`src/rtl/alu_result_writeback.sv`:
```
// Writeback stage: routes the ALU result into A/X/Y/SP or the memory data-out register,
// owns the N/Z flags, and stalls further writebacks while a memory write is outstanding.
module alu_result_writeback #(
  parameter int unsigned        DATA_W   = 8,
  parameter logic [DATA_W-1:0]  SP_RESET = 8'hFD
) (
  input  logic              clk,
  input  logic              rst_n,
  input  logic              wb_valid,
  input  logic [2:0]        wb_code,
  input  logic [DATA_W-1:0] alu_result,
  input  logic              update_nz,
  output logic              wb_ready,
  output logic [DATA_W-1:0] a_reg,
  output logic [DATA_W-1:0] x_reg,
  output logic [DATA_W-1:0] y_reg,
  output logic [DATA_W-1:0] sp,
  output logic [DATA_W-1:0] data_out,
  output logic              mem_wr_req,
  input  logic              mem_wr_ack,
  output logic              flag_n,
  output logic              flag_z,
  output logic              illegal_code
);

  typedef enum logic [0:0] {StIdle, StMemWait} state_e;

  localparam logic [2:0] CodeNone = 3'd0;
  localparam logic [2:0] CodeA    = 3'd1;
  localparam logic [2:0] CodeX    = 3'd2;
  localparam logic [2:0] CodeY    = 3'd3;
  localparam logic [2:0] CodeData = 3'd4;
  localparam logic [2:0] CodeSp   = 3'd5;

  state_e state;

  assign wb_ready = (state == StIdle);

  always_ff @(posedge clk) begin
    if (!rst_n) begin
      state        <= StIdle;
      a_reg        <= '0;
      x_reg        <= '0;
      y_reg        <= '0;
      sp           <= SP_RESET;
      data_out     <= '0;
      mem_wr_req   <= 1'b0;
      flag_n       <= 1'b0;
      flag_z       <= 1'b0;
      illegal_code <= 1'b0;
    end else begin
      illegal_code <= 1'b0;
      unique case (state)
        StIdle: begin
          // Ack is deliberately not looked at here, so a request lasts at least one cycle.
          if (wb_valid) begin
            case (wb_code)
              CodeNone: ;
              CodeA:    a_reg <= alu_result;
              CodeX:    x_reg <= alu_result;
              CodeY:    y_reg <= alu_result;
              CodeData: begin
                data_out   <= alu_result;
                mem_wr_req <= 1'b1;
                state      <= StMemWait;
              end
              CodeSp:   sp <= alu_result;
              default:  illegal_code <= 1'b1;
            endcase
            if (update_nz && (wb_code <= CodeData)) begin
              flag_n <= alu_result[DATA_W-1];
              flag_z <= (alu_result == '0);
            end
          end
        end
        StMemWait: begin
          if (mem_wr_ack) begin
            mem_wr_req <= 1'b0;
            state      <= StIdle;
          end
        end
        default: state <= StIdle;
      endcase
    end
  end

endmodule

```
`config.mk`:
```
export PLATFORM = sky130hd
export DESIGN_NAME = alu_result_writeback
export DESIGN_NICKNAME = d
export VERILOG_FILES = /design/src/rtl/alu_result_writeback.sv
export SDC_FILE = /design/constraint.sdc
export NUM_CORES = 1
export LEC_CHECK = 0
export CELL_PAD_IN_SITES_DETAIL_PLACEMENT = 0
export CELL_PAD_IN_SITES_GLOBAL_PLACEMENT = 2
export CORE_AREA = 2 2 85 87
export DETAILED_ROUTE_END_ITERATION = 8
export DIE_AREA = 0 0 87 89
export HOLD_SLACK_MARGIN = 0.1
export PLACE_DENSITY_LB_ADDON = 0.1
export SLEW_MARGIN = 0
export SYNTH_ARGS = -nofsm -noshare
export SYNTH_HDL_FRONTEND = slang
export SYNTH_SLANG_ARGS = --single-unit
export TNS_END_PERCENT = 100
```
`constraint.sdc`:
```
create_clock -name clk -period 3.2 [get_ports clk]
set_input_delay 0.64 -clock clk [delete_from_list [all_inputs] [get_ports clk]]
set_output_delay 0.64 -clock clk [all_outputs]
set_load 0.05 [all_outputs]
```
# Word-level counts from Yosys, hierarchy flattened
# Cells that the tools add are included.
# op_classes
addsub,0
mul,0
div_mod_pow,0
order_cmp,1
n_eq_ne,8
n_shift,0
n_mux,9
bitwise_logic,3
reduce_logical,12
# ops
operator,n
$reduce_and 3->1,7
$logic_not 8->1,1
$mux 1,7
$eq 3x2->1 const B,2
$eq 3x3->1 const B,2
$reduce_or 6->1,1
$ne 2x2->1 const B,2
$pmux 1 s2,2
$eq 3x1->1 const B,1
$le 3x3->1 const B,1
$logic_not 3->1,1
$not 1->1,3
$reduce_or 3->1,1
$ne 2x1->1 const B,1
$logic_and 1x1->1,1
# totals
regBits,45
latchBits,0
mem_bits_rw,0
mem_bits_ro,0
input_bits,16
out_inout_bits,45
memories,0

# Depth between registers and ports, before layout
# Gate-level depths: netlist of the first run.
# depth
depth_word,4
ltp_mapped,5
depth_no_buf,3

# Worst setup path before layout of the first run
# Ideal clock, no wire load.
# synth_timing
kind,input to register
from,input port wb_code[2]
to,register x_reg[6]
arrival_time_ns,1.391
required_time_ns,3.130
slack_ns,1.739
path_stages,5
path_buffers,2
path_cell_list,and4bb_2 clkbuf_2 buf_4 nand3_1 a21oi_1
# synth_via
elab_chain_len,2
# synth_lines
element,line,source
"start, declared",10,"input logic [2:0] wb_code,"
$eq 3x2->1,57,case (wb_code)
$reduce_and 3->1 (no line),-,
"end signal, assigned",60,CodeX: x_reg <= alu_result;
"end, declared",15,"output logic [DATA_W-1:0] x_reg,"
# Every way passes these cells.
# A chain may end at the register's enable or synchronous reset.

# Worst setup path in the final report of the first run
# layout_timing
from,register state
to,output port wb_ready
# layout_via
elab_chain_len,1
# layout_lines
element,line,source
"start, declared",35,state_e state;
"start signal, assigned",41,state <= StIdle;
"start signal, assigned",65,state <= StMemWait;
"start signal, assigned",79,state <= StIdle;
$not 1->1 (no line),-,
"end, declared",13,"output logic wb_ready,"
# Every way passes these cells.

==> impl_results.md, run 1 <==
- Most common cell in the netlist: nand3_1
- Layout net count: 282
- Root Driver: clkbuf_8
- Post-Synth XOR/XNOR Area: 0%
- Filler Cells Inserted: 709
- Main synth FF type: dfxtp_1
- Router iterations before antenna repair: 4
- Synth top area share: 50.0%
- GRT Resource Usage Total: 15.7%
- Final-report max-slew violation count: 0
- CP Capture Type: output pin
- Number of max-cap violations: 0
- HP Start: x_reg[0]$_SDFFE_PN0P_
- IO Pins: 61
- Top cells by area, synth: dfxtp_1 50%, nand3_1 14%, o21ai_0 12%
- Layout cells sized above 1: 4.14%
- Post-Place Cell Area: 2430 µm²
- Maximum vdd drop: 0.136 mV
- H-tree depth: 2
- Synth Warn #: 0
- RSZ-0062 raised after global routing: no
- Post-cts sizing count: 0
- Final ANT Viol Nets: 0
- Antenna violations before repair: 0
- CP arrival: 1610 ps
- # DRC: 0
- Vias in the first global route: 1728
- Worst-Margin Slew: 739 ps
- Synth async-reset ratio: 0%
- Initial DRC Count: 132
- R2R cell count: 3
- Seq/Total Area, Yosys: 50.0%
- R2R Setup Slk: 1560 ps
- Count of final hold-check violations: 0
- CTS clk-pin slew, worst paths: 90 ps
- Post-CTS Setup Repair Bufs: 0
- Reg-to-Reg End: x_reg[2]$_SDFFE_PN0P_
- Crit-path max FO: 12
- Pwr Density: 440 nW/µm²
- Hold endpoint: x_reg[0]$_SDFFE_PN0P_
- Tmin final: 2250 ps
- Critical Path RT: 2560 ps
- Synth unique cells: 23
- Design area: 2510 µm²
- CTS sink cnt: 45
- Net Count, Synth: 233
- Slowest stage cell on the critical path: clkdlybuf4s50_1
- Drt via density: 5.14
- Outcome: finished clean
- Core area: 6720 µm²
- Via count: 1779
- Startpoint types: flop
- Row count: 30
- Max Fclk: 0.444 GHz
- Final Wtd Congestion: 0.691
- Skew final: 11.7 ps
- Final HPWL DP: 3770 µm
- Die height: 89 µm
- TritonCTS clock tree: yes
- Mapped Avg Cell Area: 8.30 µm²
- Mux share of post-synthesis cell area: 0%
- Cell area after synthesis: 1800 µm²
- Synth area leader: dfxtp_1
- Pleak: 0.000797 µW
- CTS max path bufs: 2
- First-pass GRT wire length: 9230 µm
- Finished Layout Cells: 346
- Port bufs: 60
- Die area: 7740 µm²
- CP max stage delay: 710 ps
- Final setup fails: 0
- Critical path class: reg2out
- Synth Area in Simple Gates: 21.0%
- Slew HR: 50.7%
- Synth Area in Compound Gates: 23.3%
- Hold_buf cts: 0
- Diodes inserted: 0
- Post-synthesis register bit count: 45
- Crit-path leading delay family: buffers and inverters
- P&R area growth vs syn: 39.2%
- Main combinational cell family by area after synthesis: compound AO/OA/AOI/OAI gates
- Final WL: 5890 µm
- Largest net degree at the start of global routing: 36
- Worst r2r src: state$_SDFF_PN0_
- DR WL/cell: 17.0 µm
- Initial core utilization: 26.8%
- Final Cycle Share: 70.4%
- Placed cell count: 339
- Chip width: 87 µm
- Synth Area in Adders: 0%
- Hold crit path type: reg2reg
- Post-Synthesis Cells: 217
- Total global routing overflow: 0
- Worst hold stages: 2
- CP Buf/Inv Count: 2
- Clk_lat worst skew: 300 ps
- Setup TNS: 0 ps
- Worst-path cell chain: inv_1 -> clkdlybuf4s50_1
- Synth top cells by count: 49 x nand3_1, 45 x dfxtp_1, 43 x o21ai_0
- TritonCTS buffer count: 5
- Post-synth EDFFs: 0
## report_power, final
part | total [µW] | internal [µW] | switching (µW)
sequential | 580 | 573 | 6.84
clock | 349 | 152 | 197
combinational | 176 | 55.9 | 120
## worst max-delay path by stage
stage	startpoint	end	slack, ps	depth (start not counted)
floorplan	wb_code[2]	x_reg[6]$_SDFFE_PN0P_	1740	5
global placement	wb_code[2]	y_reg[6]$_SDFFE_PN0P_	790	4
detailed placement	wb_code[2]	x_reg[2]$_SDFFE_PN0P_	690	4
CTS	state$_SDFF_PN0_	wb_ready	930	2
global route	state$_SDFF_PN0_	wb_ready	860	2
finish	state$_SDFF_PN0_	wb_ready	950	2
## layout by cell type (no fill, tap or decap)
master,count
nand3b_1,2
dfxtp_1,45
clkdlybuf4s50_1,60
nand3_1,49
or2_2,1
o21ai_0,43
nor2b_1,1
o21a_1,3
clkbuf_8,5
inv_1,2
and4bb_2,2
clkinv_4,1
a21boi_0,1
buf_4,2
nand4bb_1,2
nand2b_1,1
clkinv_1,1
nor4_1,2
clkbuf_1,1
and3b_1,2
nor2_1,4
nand4_1,1
a21oi_1,35
## tightest hold or removal path, delay by kind of cell, from the launching register on
family             cells  cell delay, ps
AOI/OAI and AO/OA      2             120
DFF                    1             310
## cells by family (layout without fill, tap and decap cells)
family,Yosys count,in the layout
DFF,45,45
AOI/OAI and AO/OA,82,82
and+or+nand+nor,67,67
buffers and inverters,23,72
## stage by stage
stage | utilization (%) | hold slack (ps) | setup slack [ps] | total power, µW
after floorplan | - | 710 | 1740 | 694
after global placement | 36.1 | 465 | 788 | 771
after detailed placement | 36.1 | 468 | 688 | 770
after CTS | 37.3 | 483 | 934 | 1120
after global routing | 37.3 | 493 | 862 | 1160
final | 37.3 | 479 | 948 | 1100
## layer usage
metal	track usage, %	share of wire [%]
met1	22.5	50
met5	0	0
met4	4.69	1.2
met3	3.51	4.4
met2	23.7	45
## layout make-up
type / count / area (µm²) / area share, %
clock inverters: 1 / 8.76 / 0.349
flip-flops and latches: 45 / 901 / 35.9
clock buffers: 6 / 72.6 / 2.89
multi-input cells: 149 / 798 / 31.8
inverters: 3 / 11.3 / 0.449
well taps: 80 / 100 / 3.99
repair buffers: 62 / 616 / 24.6
(Power assumes the default switching activity.)
==> inputs of run 2 (changes only) <==
--- a/config.mk
+++ b/config.mk
@@ -7,9 +7,9 @@
 export LEC_CHECK = 0
 export CELL_PAD_IN_SITES_DETAIL_PLACEMENT = 0
 export CELL_PAD_IN_SITES_GLOBAL_PLACEMENT = 2
-export CORE_AREA = 2 2 85 87
+export CORE_AREA = 2 2 88 90
 export DETAILED_ROUTE_END_ITERATION = 8
-export DIE_AREA = 0 0 87 89
+export DIE_AREA = 0 0 90 92
 export HOLD_SLACK_MARGIN = 0.1
 export PLACE_DENSITY_LB_ADDON = 0.1
 export SLEW_MARGIN = 0
==> constraint.sdc (replaced) <==
create_clock -name clk -period 2.3 [get_ports clk]
set_input_delay 0.46 -clock clk [delete_from_list [all_inputs] [get_ports clk]]
set_output_delay 0.46 -clock clk [all_outputs]
set_load 0.05 [all_outputs]
==> run 2 against run 1 <==
Compared with the run above:
- first-iteration DRC count down 33%
- count of clock-buffer cells in the layout unchanged
- register-to-register slack worse by 580 ps
- sequential power up 39%
- via count up 1.1%
- critical path type unchanged
- largest cell class unchanged
==> impl_results.md, run 2 (synthesis gave the netlist of run 1 again) <==
- Finished Layout Cells: 384
- Clk_lat worst skew: 300 ps
- Final Wtd Congestion: 0.692
- Die height: 92 µm
- Outcome: finished clean
- Overall Power: 1560 µW
- Final Cycle Share: 90.8%
- Max Fclk: 0.479 GHz
- Skew final: 4.93 ps
- Commonest cells after routing, fill and taps aside: 60 x clkdlybuf4s50_1, 49 x nand3_1, 45 x dfxtp_1
- Total global routing overflow: 0
- Root Driver: clkbuf_8
- Final ANT Viol Nets: 0
- CTS clk-pin slew, worst paths: 90 ps
- Row count: 32
- Setup WS post-layout: 213 ps
- CP arrival: 1630 ps
- # DRC: 0
- Count of final hold-check violations: 0
- Critical Path RT: 1840 ps
- TritonCTS clock tree: yes
- Post-Place Cell Area: 2570 µm²
- Largest net degree at the start of global routing: 36
- Design area: 2650 µm²
- Final setup fails: 0
- DP Worst Slack: 285 ps
- Layout cells sized above 1: 9.57%
- Final WL: 6290 µm
- Placed cell count: 376
- Hold crit path type: reg2reg
- IO Pins: 61
- P&R area growth vs syn: 47.0%
- CTS max path bufs: 2
- Port bufs: 60
- Antenna violations before repair: 0
- Critical path class: reg2out
- H-tree depth: 2
- CTS sink cnt: 45
- Layout net count: 297
- Diodes inserted: 0
- Initial DRC Count: 88
- Startpoint types: flop
- TritonCTS buffer count: 5
- DR WL/cell: 16.4 µm
- Pleak: 0.000872 µW
- Die area: 8280 µm²
- Slew HR: 66.0%
- RSZ-0062 raised after global routing: no
- Number of max-cap violations: 0
- Initial core utilization: 24.2%
- Worst-Margin Slew: 508 ps
- First-pass GRT wire length: 10100 µm
- Via count: 1798
- Setup TNS: 0 ps
- Post-CTS Setup Repair Bufs: 0
- Vias in the first global route: 1871
- Tmin final: 2090 ps
- Final HPWL DP: 4140 µm
- GRT Resource Usage Total: 15.5%
- Post-cts sizing count: 0
- Drt via density: 4.68
- Final-report max-slew violation count: 0
- Hold_buf cts: 0
- Chip width: 90 µm
- CP Capture Type: output pin
- Router iterations before antenna repair: 4
- Maximum vdd drop: 0.214 mV
- Leading cell type in the layout, fill and taps excluded: clkdlybuf4s50_1
- Pwr Density: 590 nW/µm²
- Core area: 7450 µm²
- Crit-path max FO: 12
run 2: area by class of cell:
class	count	area [µm²]
Fill cell	832	4800
Timing Repair Buffer	77	728
Clock inverter	2	10.0
Clock buffer	6	72.6
Tap cell	102	128
Sequential cell	45	901
Inverter	3	11.3
Multi-Input combinational cell	149	798
run 2: path summary, 6_finish.rpt:
kind	start	endpoint	slack (ps)	depth (start not counted)
hold reg to reg	y_reg[1]$_SDFFE_PN0P_	y_reg[1]$_SDFFE_PN0P_	480	2
hold / removal	y_reg[1]$_SDFFE_PN0P_	y_reg[1]$_SDFFE_PN0P_	480	2
setup reg to reg	state$_SDFF_PN0_	x_reg[5]$_SDFFE_PN0P_	980	3
setup / recovery	state$_SDFF_PN0_	wb_ready	210	2
run 2: through the flow:
| step | util [%] | hold WS, ps |
|---|---|---|
| 2_1_floorplan | - | 586 |
| 3_3_place_gp | 34.5 | 465 |
| 3_5_place_dp | 34.5 | 465 |
| 4_1_cts | 35.6 | 478 |
| 5_1_grt | 35.6 | 503 |
| 6_report | 35.6 | 476 |
run 2: worst max-delay path, stage by stage (launching register included):
cell	delay (ps)
dfxtp_1	510
inv_1	110
clkdlybuf4s50_1	710
run 2: report_power, final:
part,internal (µW),switching (µW)
Sequential,797,9.59
Combinational,94.2,171
Clock,211,278
Total,1100,459
run 2: per-layer routing:
layer,vias up,share of wire (%),track usage [%]
met1,847,47,20.1
met3,5,4.2,3.78
met5,-,0,0
met2,38,48,26.1
li1,908,-,-
met4,0,0.89,3.46
